[src/rtl/weight_loader.sv]
// Byte-stream to AXI4-Lite write master for the synapse weight store.
// Frames 4-byte records (index, weight), writes each one, and optionally reads it back to verify.
module weight_loader #(
    parameter int          NUM_SYNAPSES = 207,
    parameter logic [31:0] BASE_ADDR    = 32'h0000_0000
) (
    input  logic        clk,
    input  logic        rst,
    input  logic [7:0]  in_data,
    input  logic        in_valid,
    input  logic        in_last,
    output logic        in_ready,
    input  logic        verify_en,
    output logic [31:0] m_axi_awaddr,
    output logic        m_axi_awvalid,
    input  logic        m_axi_awready,
    output logic [31:0] m_axi_wdata,
    output logic [3:0]  m_axi_wstrb,
    output logic        m_axi_wvalid,
    input  logic        m_axi_wready,
    input  logic [1:0]  m_axi_bresp,
    input  logic        m_axi_bvalid,
    output logic        m_axi_bready,
    output logic [31:0] m_axi_araddr,
    output logic        m_axi_arvalid,
    input  logic        m_axi_arready,
    input  logic [31:0] m_axi_rdata,
    input  logic [1:0]  m_axi_rresp,
    input  logic        m_axi_rvalid,
    output logic        m_axi_rready,
    output logic        busy,
    output logic [15:0] records_done,
    output logic [7:0]  err_count
);

    typedef enum logic [2:0] {
        COLLECT = 3'd0,
        WRITE   = 3'd1,
        WRESP   = 3'd2,
        RADDR   = 3'd3,
        RDATA   = 3'd4
    } state_t;

    localparam logic [16:0] IDX_LIMIT = 17'(NUM_SYNAPSES);

    state_t      state;
    logic [1:0]  byte_cnt;
    logic        resync;
    logic [23:0] rec_buf;
    logic [15:0] w_q;
    logic        verify_q;
    logic        aw_done;
    logic        w_done;

    logic        accept;
    logic        aw_hs;
    logic        w_hs;
    logic        aw_fin;
    logic        w_fin;
    logic [15:0] rec_idx;
    logic [15:0] rec_w;
    logic        unused_rdata_hi;

    function automatic logic [7:0] sat_inc8(input logic [7:0] v);
        return (v == 8'hFF) ? v : v + 8'd1;
    endfunction

    function automatic logic [31:0] word_addr(input logic [15:0] idx);
        return BASE_ADDR + {14'd0, idx, 2'b00};
    endfunction

    assign in_ready = (state == COLLECT);
    assign busy     = (state != COLLECT);
    assign accept   = in_valid && in_ready;
    assign aw_hs    = m_axi_awvalid && m_axi_awready;
    assign w_hs     = m_axi_wvalid && m_axi_wready;
    assign aw_fin   = aw_done || aw_hs;
    assign w_fin    = w_done || w_hs;
    // The first three bytes sit in rec_buf when byte 3 arrives on in_data.
    assign rec_idx  = rec_buf[23:8];
    assign rec_w    = {rec_buf[7:0], in_data};
    assign unused_rdata_hi = ^m_axi_rdata[31:16];

    always_ff @(posedge clk) begin
        if (rst) begin
            state         <= COLLECT;
            byte_cnt      <= 2'd0;
            resync        <= 1'b0;
            rec_buf       <= 24'd0;
            w_q           <= 16'd0;
            verify_q      <= 1'b0;
            aw_done       <= 1'b0;
            w_done        <= 1'b0;
            m_axi_awaddr  <= 32'd0;
            m_axi_awvalid <= 1'b0;
            m_axi_wdata   <= 32'd0;
            m_axi_wstrb   <= 4'd0;
            m_axi_wvalid  <= 1'b0;
            m_axi_bready  <= 1'b0;
            m_axi_araddr  <= 32'd0;
            m_axi_arvalid <= 1'b0;
            m_axi_rready  <= 1'b0;
            records_done  <= 16'd0;
            err_count     <= 8'd0;
        end else begin
            case (state)
                COLLECT: begin
                    if (accept) begin
                        if (resync) begin
                            // Dropping bytes until the stream realigns on in_last.
                            byte_cnt <= 2'd0;
                            if (in_last) begin
                                resync <= 1'b0;
                            end
                        end else begin
                            rec_buf <= {rec_buf[15:0], in_data};
                            if (byte_cnt == 2'd3) begin
                                byte_cnt <= 2'd0;
                                if (!in_last) begin
                                    resync    <= 1'b1;
                                    err_count <= sat_inc8(err_count);
                                end else if ({1'b0, rec_idx} >= IDX_LIMIT) begin
                                    err_count <= sat_inc8(err_count);
                                end else begin
                                    w_q           <= rec_w;
                                    verify_q      <= verify_en;
                                    m_axi_awaddr  <= word_addr(rec_idx);
                                    m_axi_wdata   <= {16'd0, rec_w};
                                    m_axi_wstrb   <= 4'b0011;
                                    m_axi_awvalid <= 1'b1;
                                    m_axi_wvalid  <= 1'b1;
                                    aw_done       <= 1'b0;
                                    w_done        <= 1'b0;
                                    state         <= WRITE;
                                end
                            end else if (in_last) begin
                                byte_cnt  <= 2'd0;
                                err_count <= sat_inc8(err_count);
                            end else begin
                                byte_cnt <= byte_cnt + 2'd1;
                            end
                        end
                    end
                end
                WRITE: begin
                    // Address and data handshakes complete independently.
                    if (aw_hs) begin
                        m_axi_awvalid <= 1'b0;
                    end
                    if (w_hs) begin
                        m_axi_wvalid <= 1'b0;
                    end
                    if (aw_fin && w_fin) begin
                        aw_done      <= 1'b0;
                        w_done       <= 1'b0;
                        m_axi_bready <= 1'b1;
                        state        <= WRESP;
                    end else begin
                        aw_done <= aw_fin;
                        w_done  <= w_fin;
                    end
                end
                WRESP: begin
                    if (m_axi_bvalid) begin
                        m_axi_bready <= 1'b0;
                        if (m_axi_bresp != 2'b00) begin
                            err_count <= sat_inc8(err_count);
                            state     <= COLLECT;
                        end else if (verify_q) begin
                            m_axi_araddr  <= m_axi_awaddr;
                            m_axi_arvalid <= 1'b1;
                            state         <= RADDR;
                        end else begin
                            records_done <= records_done + 16'd1;
                            state        <= COLLECT;
                        end
                    end
                end
                RADDR: begin
                    if (m_axi_arready) begin
                        m_axi_arvalid <= 1'b0;
                        m_axi_rready  <= 1'b1;
                        state         <= RDATA;
                    end
                end
                RDATA: begin
                    if (m_axi_rvalid) begin
                        m_axi_rready <= 1'b0;
                        if (m_axi_rresp == 2'b00 && m_axi_rdata[15:0] == w_q) begin
                            records_done <= records_done + 16'd1;
                        end else begin
                            err_count <= sat_inc8(err_count);
                        end
                        state <= COLLECT;
                    end
                end
                default: begin
                    state <= COLLECT;
                end
            endcase
        end
    end

endmodule

[config.mk]
export PLATFORM = sky130hd
export DESIGN_NAME = weight_loader
export DESIGN_NICKNAME = d
export VERILOG_FILES = /design/src/rtl/weight_loader.sv
export SDC_FILE = /design/constraint.sdc
export NUM_CORES = 1
export LEC_CHECK = 0
export CAP_MARGIN = 10
export CORE_MARGIN = 4
export CORE_UTILIZATION = 48
export DETAILED_ROUTE_END_ITERATION = 12
export PLACE_DENSITY_LB_ADDON = 0.15
export SYNTH_ARGS = -nofsm -noshare
export SYNTH_HDL_FRONTEND = slang
export SYNTH_SLANG_ARGS = --single-unit
[constraint.sdc]
create_clock -name clk -period 4.5 [get_ports clk]
set_input_delay 0.9 -clock clk [delete_from_list [all_inputs] [get_ports clk]]
set_output_delay 0.9 -clock clk [all_outputs]
set_load 0.05 [all_outputs]
==> flow_metrics.tcl, run 1 <==
set metrics [dict create \
    antenna_cells 0 \
    via_count 4540 \
    cp_slowest_cell "clkdlybuf4s50_1" \
    arrival_ns 2.46 \
    fmax_mhz 297.5 \
    path_buf_inv 2 \
    crit_path_start_kind "register" \
    hold_violations 0 \
    die_w_um 110.8 \
    port_buffers 118 \
    synth_seq_cells 111 \
    rr_startpoint "state[0]" \
    wl_per_cell_um 13.82 \
    viasPerCell 5.218 \
    clock_latency_ns 0.37 \
    core_area_mm2 0.01032 \
    holdWs_ns 0.4614 \
    grt_pass1_vias 4195 \
    synthTopCellsByArea "dfxtp_1 (44%), nand2_1 (11%), a21oi_1 (9.3%)" \
    max_slew.worst_pin.slew_ns 1.060 \
    crit_type "register to output port" \
    fin_skew_ns 0.01404 \
    ys_types 55 \
    synth_ff_type "dfxtp_1" \
    hold_depth 2 \
    die_h_um 110.8 \
    r2r_end "w_q[11]" \
    grtUsageTotal_pct 18.77 \
    grt.overflow.total 0 \
    cp.required_ns 3.60 \
    start_util_pct 49.10 \
    drc 0 \
    grt_use_met1_pct 23.71 \
    routabilityCongestion 0.8102 \
    syn_area_per_cell_um2 8.097 \
    status "finished, final reports clean" \
    die-area_mm2 0.01227 \
    flow.area_growth_from_synthesis_pct 25.08 \
    slowest_delay_ns 0.84 \
    numClockSinks 111 \
    yosys_warnings 0 \
    clk_pin_slew_ns 0.10 \
    cts_tree "yes" \
    nets 786 \
    crit_chain "or3_1 -> inv_1 -> clkdlybuf4s50_1" \
    num_rows 37 \
    rrSetupSlack_ns 1.63 \
    numCtsBuffers 9 \
    grt_use_met3_pct 3.930 \
    leakagePower_uw 0.002193 \
    drv_cap 0 \
    drive_gt1_share_pct 5.450 \
    ir_worst_vdd_v 0.0001582 \
    cts.htree.levels 3 \
    end_kind "output port" \
    top_level_ports 185 \
    yosysMostFrequentCell "nand2_1" \
    top_usage_layer "met2" \
    maxSlewHeadroom_pct 29.09 \
    netlist.area_leader.share_pct 43.84 \
    post_cts_buffers 0 \
    hold_path_class "register to register" \
    synthArstFlopShare_pct 0 \
    yosysTopAreaCell "dfxtp_1" \
    drv_slew 0 \
    synth_common_cells "nand2_1 (155), dfxtp_1 (111), a21oi_1 (94)" \
    synth_edf_count 0 \
    rsz0062_at_grt "no" \
    crit_family "buffers and inverters" \
    wl_mm 12.03 \
    syn_area_mm2 0.005069 \
    dr.pass1.iters 5 \
    drt_iter0_markers 276 \
    power_density_mw_per_mm2 287.2 \
    ant_nets 0 \
    grt_max_degree 62 \
    min_from "rec_buf[23]" \
    postCtsResizedCells 0 \
    setup_viol 0 \
    ff2ff_path_depth 7 \
    root_buffer "clkbuf_8" \
    fin_crit_sh_pct 74.70 \
    antenna_found_initial 0 \
    fin_crit_ns 3.361 \
    hold_path_end "rec_buf[23]" \
    dpl.hpwl_mm 8.696 \
    seq_area_frac_synth_pct 43.84 \
    met2_usage_pct 32.65 \
    postSynthCellCount 626 \
    setup-tns-final_ns 0 \
    max-clock-path-buffers 2 \
    critPathMaxFanout 16 \
    holdBufCountCts 0 \
    grt_pass1_wl_mm 19.74 \
]
## metal layers
metal / part of all wire (%) / vias to the layer above
met5: 0 / -
met4: 0.95 / 0
met3: 5.6 / 10
met2: 50 / 153
met1: 44 / 2130
li1: - / 2247
## state kept, by name (all words and copies together) (netlist names), 2 cells and up
register and count:
byte_cnt 2, records_done 16, m_axi_araddr 16, state 3, w_q 16, m_axi_awaddr 16, err_count 8, rec_buf 24
## area by class of cell
cell class                 instances  area [um2]
clock inverter                     7       87.58
timing repair buffer             124        1224
tap                              136       170.2
clock buffer                       9       123.9
inverter                           4       15.01
sequential                       111        2222
multi-input combinational        479        2497
fill                             942        3984
## cell families (layout without fill, tap and decap cells)
group | Yosys count | in the layout | synth area share, %
muxes | 6 | 6 | 1.284
xor gates and xnor gates | 17 | 17 | 2.937
and+or+nand+nor | 273 | 273 | 25.99
DFF | 111 | 111 | 43.84
AOI/OAI and AO/OA | 130 | 130 | 14.61
buffers and inverters | 85 | 144 | 10.52
adders and majority gates | 3 | 3 | 0.7406
other | 1 | 50 | 0.07398
## report_power, final
group | switching [uW] | internal [uW] | total [uW]
Clock | 357 | 271 | 628
Combinational | 145 | 48.5 | 193
Sequential | 8.31 | 991 | 1000
Total | 510 | 1310 | 1820
## tightest hold or removal path: stages (launching register included)
cell     delay (ns)
dfxtp_1        0.32
nand2_1        0.05
a21oi_1        0.05
## how the worst max path moves through the flow
stage	from	end	slack (ns)	cells after the start
5_1_grt	state[0]	in_ready	1.04	3
4_1_cts	state[0]	in_ready	1.13	3
3_3_place_gp	m_axi_rdata[12]	records_done[12]	0.99	8
3_5_place_dp	m_axi_rdata[12]	records_done[7]	0.96	8
6_report	state[0]	in_ready	1.14	3
2_1_floorplan	m_axi_rvalid	err_count[5]	1.99	7
## layout by cell type (no fill, tap or decap), types with 4 or more instances in the layout
master,count
xnor2_1,16
clkbuf_8,9
nor3_1,5
nand4_1,9
mux2_1,4
o21ai_0,4
clkdlybuf4s50_1,117
nor2_1,26
nand3_1,15
buf_4,7
or3_1,6
a21oi_1,94
o21ai_1,5
nor4_1,5
o31ai_1,10
nor2b_1,7
nand2_1,155
or4_1,10
nor4_2,4
inv_1,4
conb_1,50
dfxtp_1,111
and2_1,11
## stage by stage
stage / setup slack [ns] / power (uW) / instance area (um2) / instances / utilization (%)
2_1_floorplan: 1.988 / 1198 / 5253 / 675 / -
3_3_place_gp: 0.9873 / 1212 / 6128 / 854 / 59.36
3_5_place_dp: 0.9614 / 1214 / 6128 / 854 / 59.36
4_1_cts: 1.132 / 1832 / 6340 / 870 / 61.41
5_1_grt: 1.036 / 1885 / 6340 / 870 / 61.41
6_report: 1.139 / 1821 / 6340 / 870 / 61.41
Note: power is estimated with default switching activity, not from simulation.
==> run 2: changes to the inputs <==
Settings changed: CORE_UTILIZATION 48 to 45.
Clock period 4.5 ns to 3.11 ns, I/O delays scaled along.
==> run 2 against run 1 <==
  * Total power increased by 55%
  * Via count rose by 0.11%
  * Hold slack got worse by 0.0011 ns
  * Sequential cell count unchanged
  * Die area grew 6.2%
  * Critical path depth did not move
  * Global-route usage down 0.38 points
  * Register-to-register slack lost 0.84 ns
  * Critical endpoint unchanged
  * Largest power group unchanged
==> flow_metrics.tcl, run 2 (synthesis gave the netlist of run 1 again) <==
set metrics [dict create \
    leakagePower_uw 0.002251 \
    grt_pass1_wl_mm 19.78 \
    max-clock-path-buffers 2 \
    fin_crit_ns 2.885 \
    rr_startpoint "state[1]" \
    maxSlewHeadroom_pct 50.06 \
    crit_start "state[2]" \
    seq_power_share_pct 51.3 \
    drv_slew 0 \
    slowest_delay_ns 0.83 \
    dr.pass1.iters 5 \
    die-area_mm2 0.01303 \
    setup_viol 0 \
    core_area_mm2 0.01094 \
    antenna_found_initial 0 \
    fin_skew_ns 0.009834 \
    grt_max_degree 68 \
    critPathMaxFanout 7 \
    power_density_mw_per_mm2 435.8 \
    cp_num_cells 3 \
    die_h_um 114.1 \
    arrival_ns 2.26 \
    end_kind "output port" \
    root_buffer "clkbuf_16" \
    post_cts_buffers 0 \
    routabilityCongestion 0.8210 \
    holdWs_ns 0.4603 \
    grt_pass1_vias 4158 \
    crit_chain "or3_1 -> inv_1 -> clkdlybuf4s50_1" \
    nets 791 \
    numClockSinks 111 \
    setup-tns-final_ns 0 \
    cp_slowest_cell "clkdlybuf4s50_1" \
    clk_pin_slew_ns 0.07 \
    dpl.cell_count 863 \
    layout_commonest_cell "nand2_1" \
    drive_gt1_share_pct 5.954 \
    cts_tree "yes" \
    fin_util_pct 59.13 \
    p_switching_uw 756.0 \
    regArea_mm2 0.002222 \
    top_level_ports 185 \
    r2r_end "records_done[11]" \
    drv_cap 0 \
    hold_path_class "register to register" \
    grt.overflow.total 0 \
    ir_worst_vdd_v 0.0002295 \
    cts.htree.levels 3 \
    largest_reg_flops 24 \
    port_buffers 118 \
    mostFrequentLayoutCells "nand2_1 (155), clkdlybuf4s50_1 (117), dfxtp_1 (111)" \
    ant_nets 0 \
    multi_input_area_mm2 0.002497 \
    viasPerCell 5.171 \
    postCtsResizedCells 0 \
    max_slew.worst_pin.slew_ns 0.7473 \
    clock_latency_ns 0.35 \
    via_count 4545 \
    wl_mm 12.27 \
    hold_violations 0 \
    drt_iter0_markers 199 \
    num_rows 38 \
    die_w_um 114.1 \
    holdBufCountCts 0 \
    intPower_uw 2062 \
    wl_per_cell_um 13.96 \
    rsz0062_at_grt "no" \
    top_register "rec_buf" \
    numCtsBuffers 9 \
    rrSetupSlack_ns 0.79 \
    pre_cts_slack_ns 0.1780 \
    timing.final.ws_setup_ns 0.2246 \
    crit_type "register to output port" \
    fmax_mhz 346.6 \
    crit_end "in_ready" \
    dpl.hpwl_mm 9.023 \
    power_frac_clock_pct 38.7 \
    fillers 1008 \
    crit_family "buffers and inverters" \
    fin_crit_sh_pct 92.78 \
    drc 0 \
    power_frac_comb_pct 10.0 \
    crit_path_start_kind "register" \
    switching_share_pct 26.83 \
    fin_cells 879 \
    status "finished, final reports clean" \
    antenna_cells 0 \
    flow.area_growth_from_synthesis_pct 27.57 \
    path_buf_inv 2 \
    grtUsageTotal_pct 18.38 \
    ff2ff_path_depth 7 \
    cp.required_ns 2.49 \
    start_util_pct 46.35 \
]
## run 2: cell count changes in the layout (fill, tap and decap cells not counted)
cell	before	now
inv_8	2	1
clkinvlp_4	0	1
clkbuf_1	0	1
buf_12	0	1
buf_4	7	11
clkbuf_16	0	9
clkbuf_8	9	0
bufinv_16	1	0
## run 2: through the flow
stage,instance area [um2],power (uW)
2_1_floorplan,5253,1733
3_3_place_gp,6183,1755
3_5_place_dp,6183,1758
4_1_cts,6466,2842
5_1_grt,6466,2914
6_report,6466,2818
## run 2: power groups by stage
stage	logic (uW)	clock network (uW)	registers, uW
after floorplan	252	0	1480
after global placement	277	0	1480
after detailed placement	279	0	1480
after CTS	280	1120	1450
after global routing	298	1170	1450
final	281	1090	1450
## run 2: worst min path at each step
stage,cells past startpoint,to,slack (ns),startpoint
final,2,m_axi_araddr[9],0.46,m_axi_araddr[9]
after global routing,2,m_axi_araddr[9],0.49,m_axi_araddr[9]
after CTS,2,m_axi_araddr[9],0.46,m_axi_araddr[9]
after detailed placement,2,m_axi_araddr[9],0.45,m_axi_araddr[9]
after global placement,2,byte_cnt[1],0.44,byte_cnt[1]
after floorplan,2,byte_cnt[1],0.44,byte_cnt[1]
## run 2: final cells by class
cell class              instances  share of cell area [%]
clock buffers                  10                   3.541
flip-flops and latches        111                   34.37
well taps                     140                   2.709
clock inverters                 6                  0.8320
inverters                       4                  0.2322
repair buffers                129                   19.70
multi-input cells             479                   38.62
## run 2: worst min-delay path: cells and delay by family (launching register included)
family / cells / cell delay [ns]
and+or+nand+nor: 1 / 0.05
AOI/OAI and AO/OA: 1 / 0.05
DFF: 1 / 0.31
## run 2: routing by layer
metal	track usage, %	share of wire (%)	up-vias
met5	0	0	-
met4	5.542	1.1	0
met3	3.171	5.2	12
met2	32.28	51	145
met1	23.05	43	2132
li1	-	-	2256
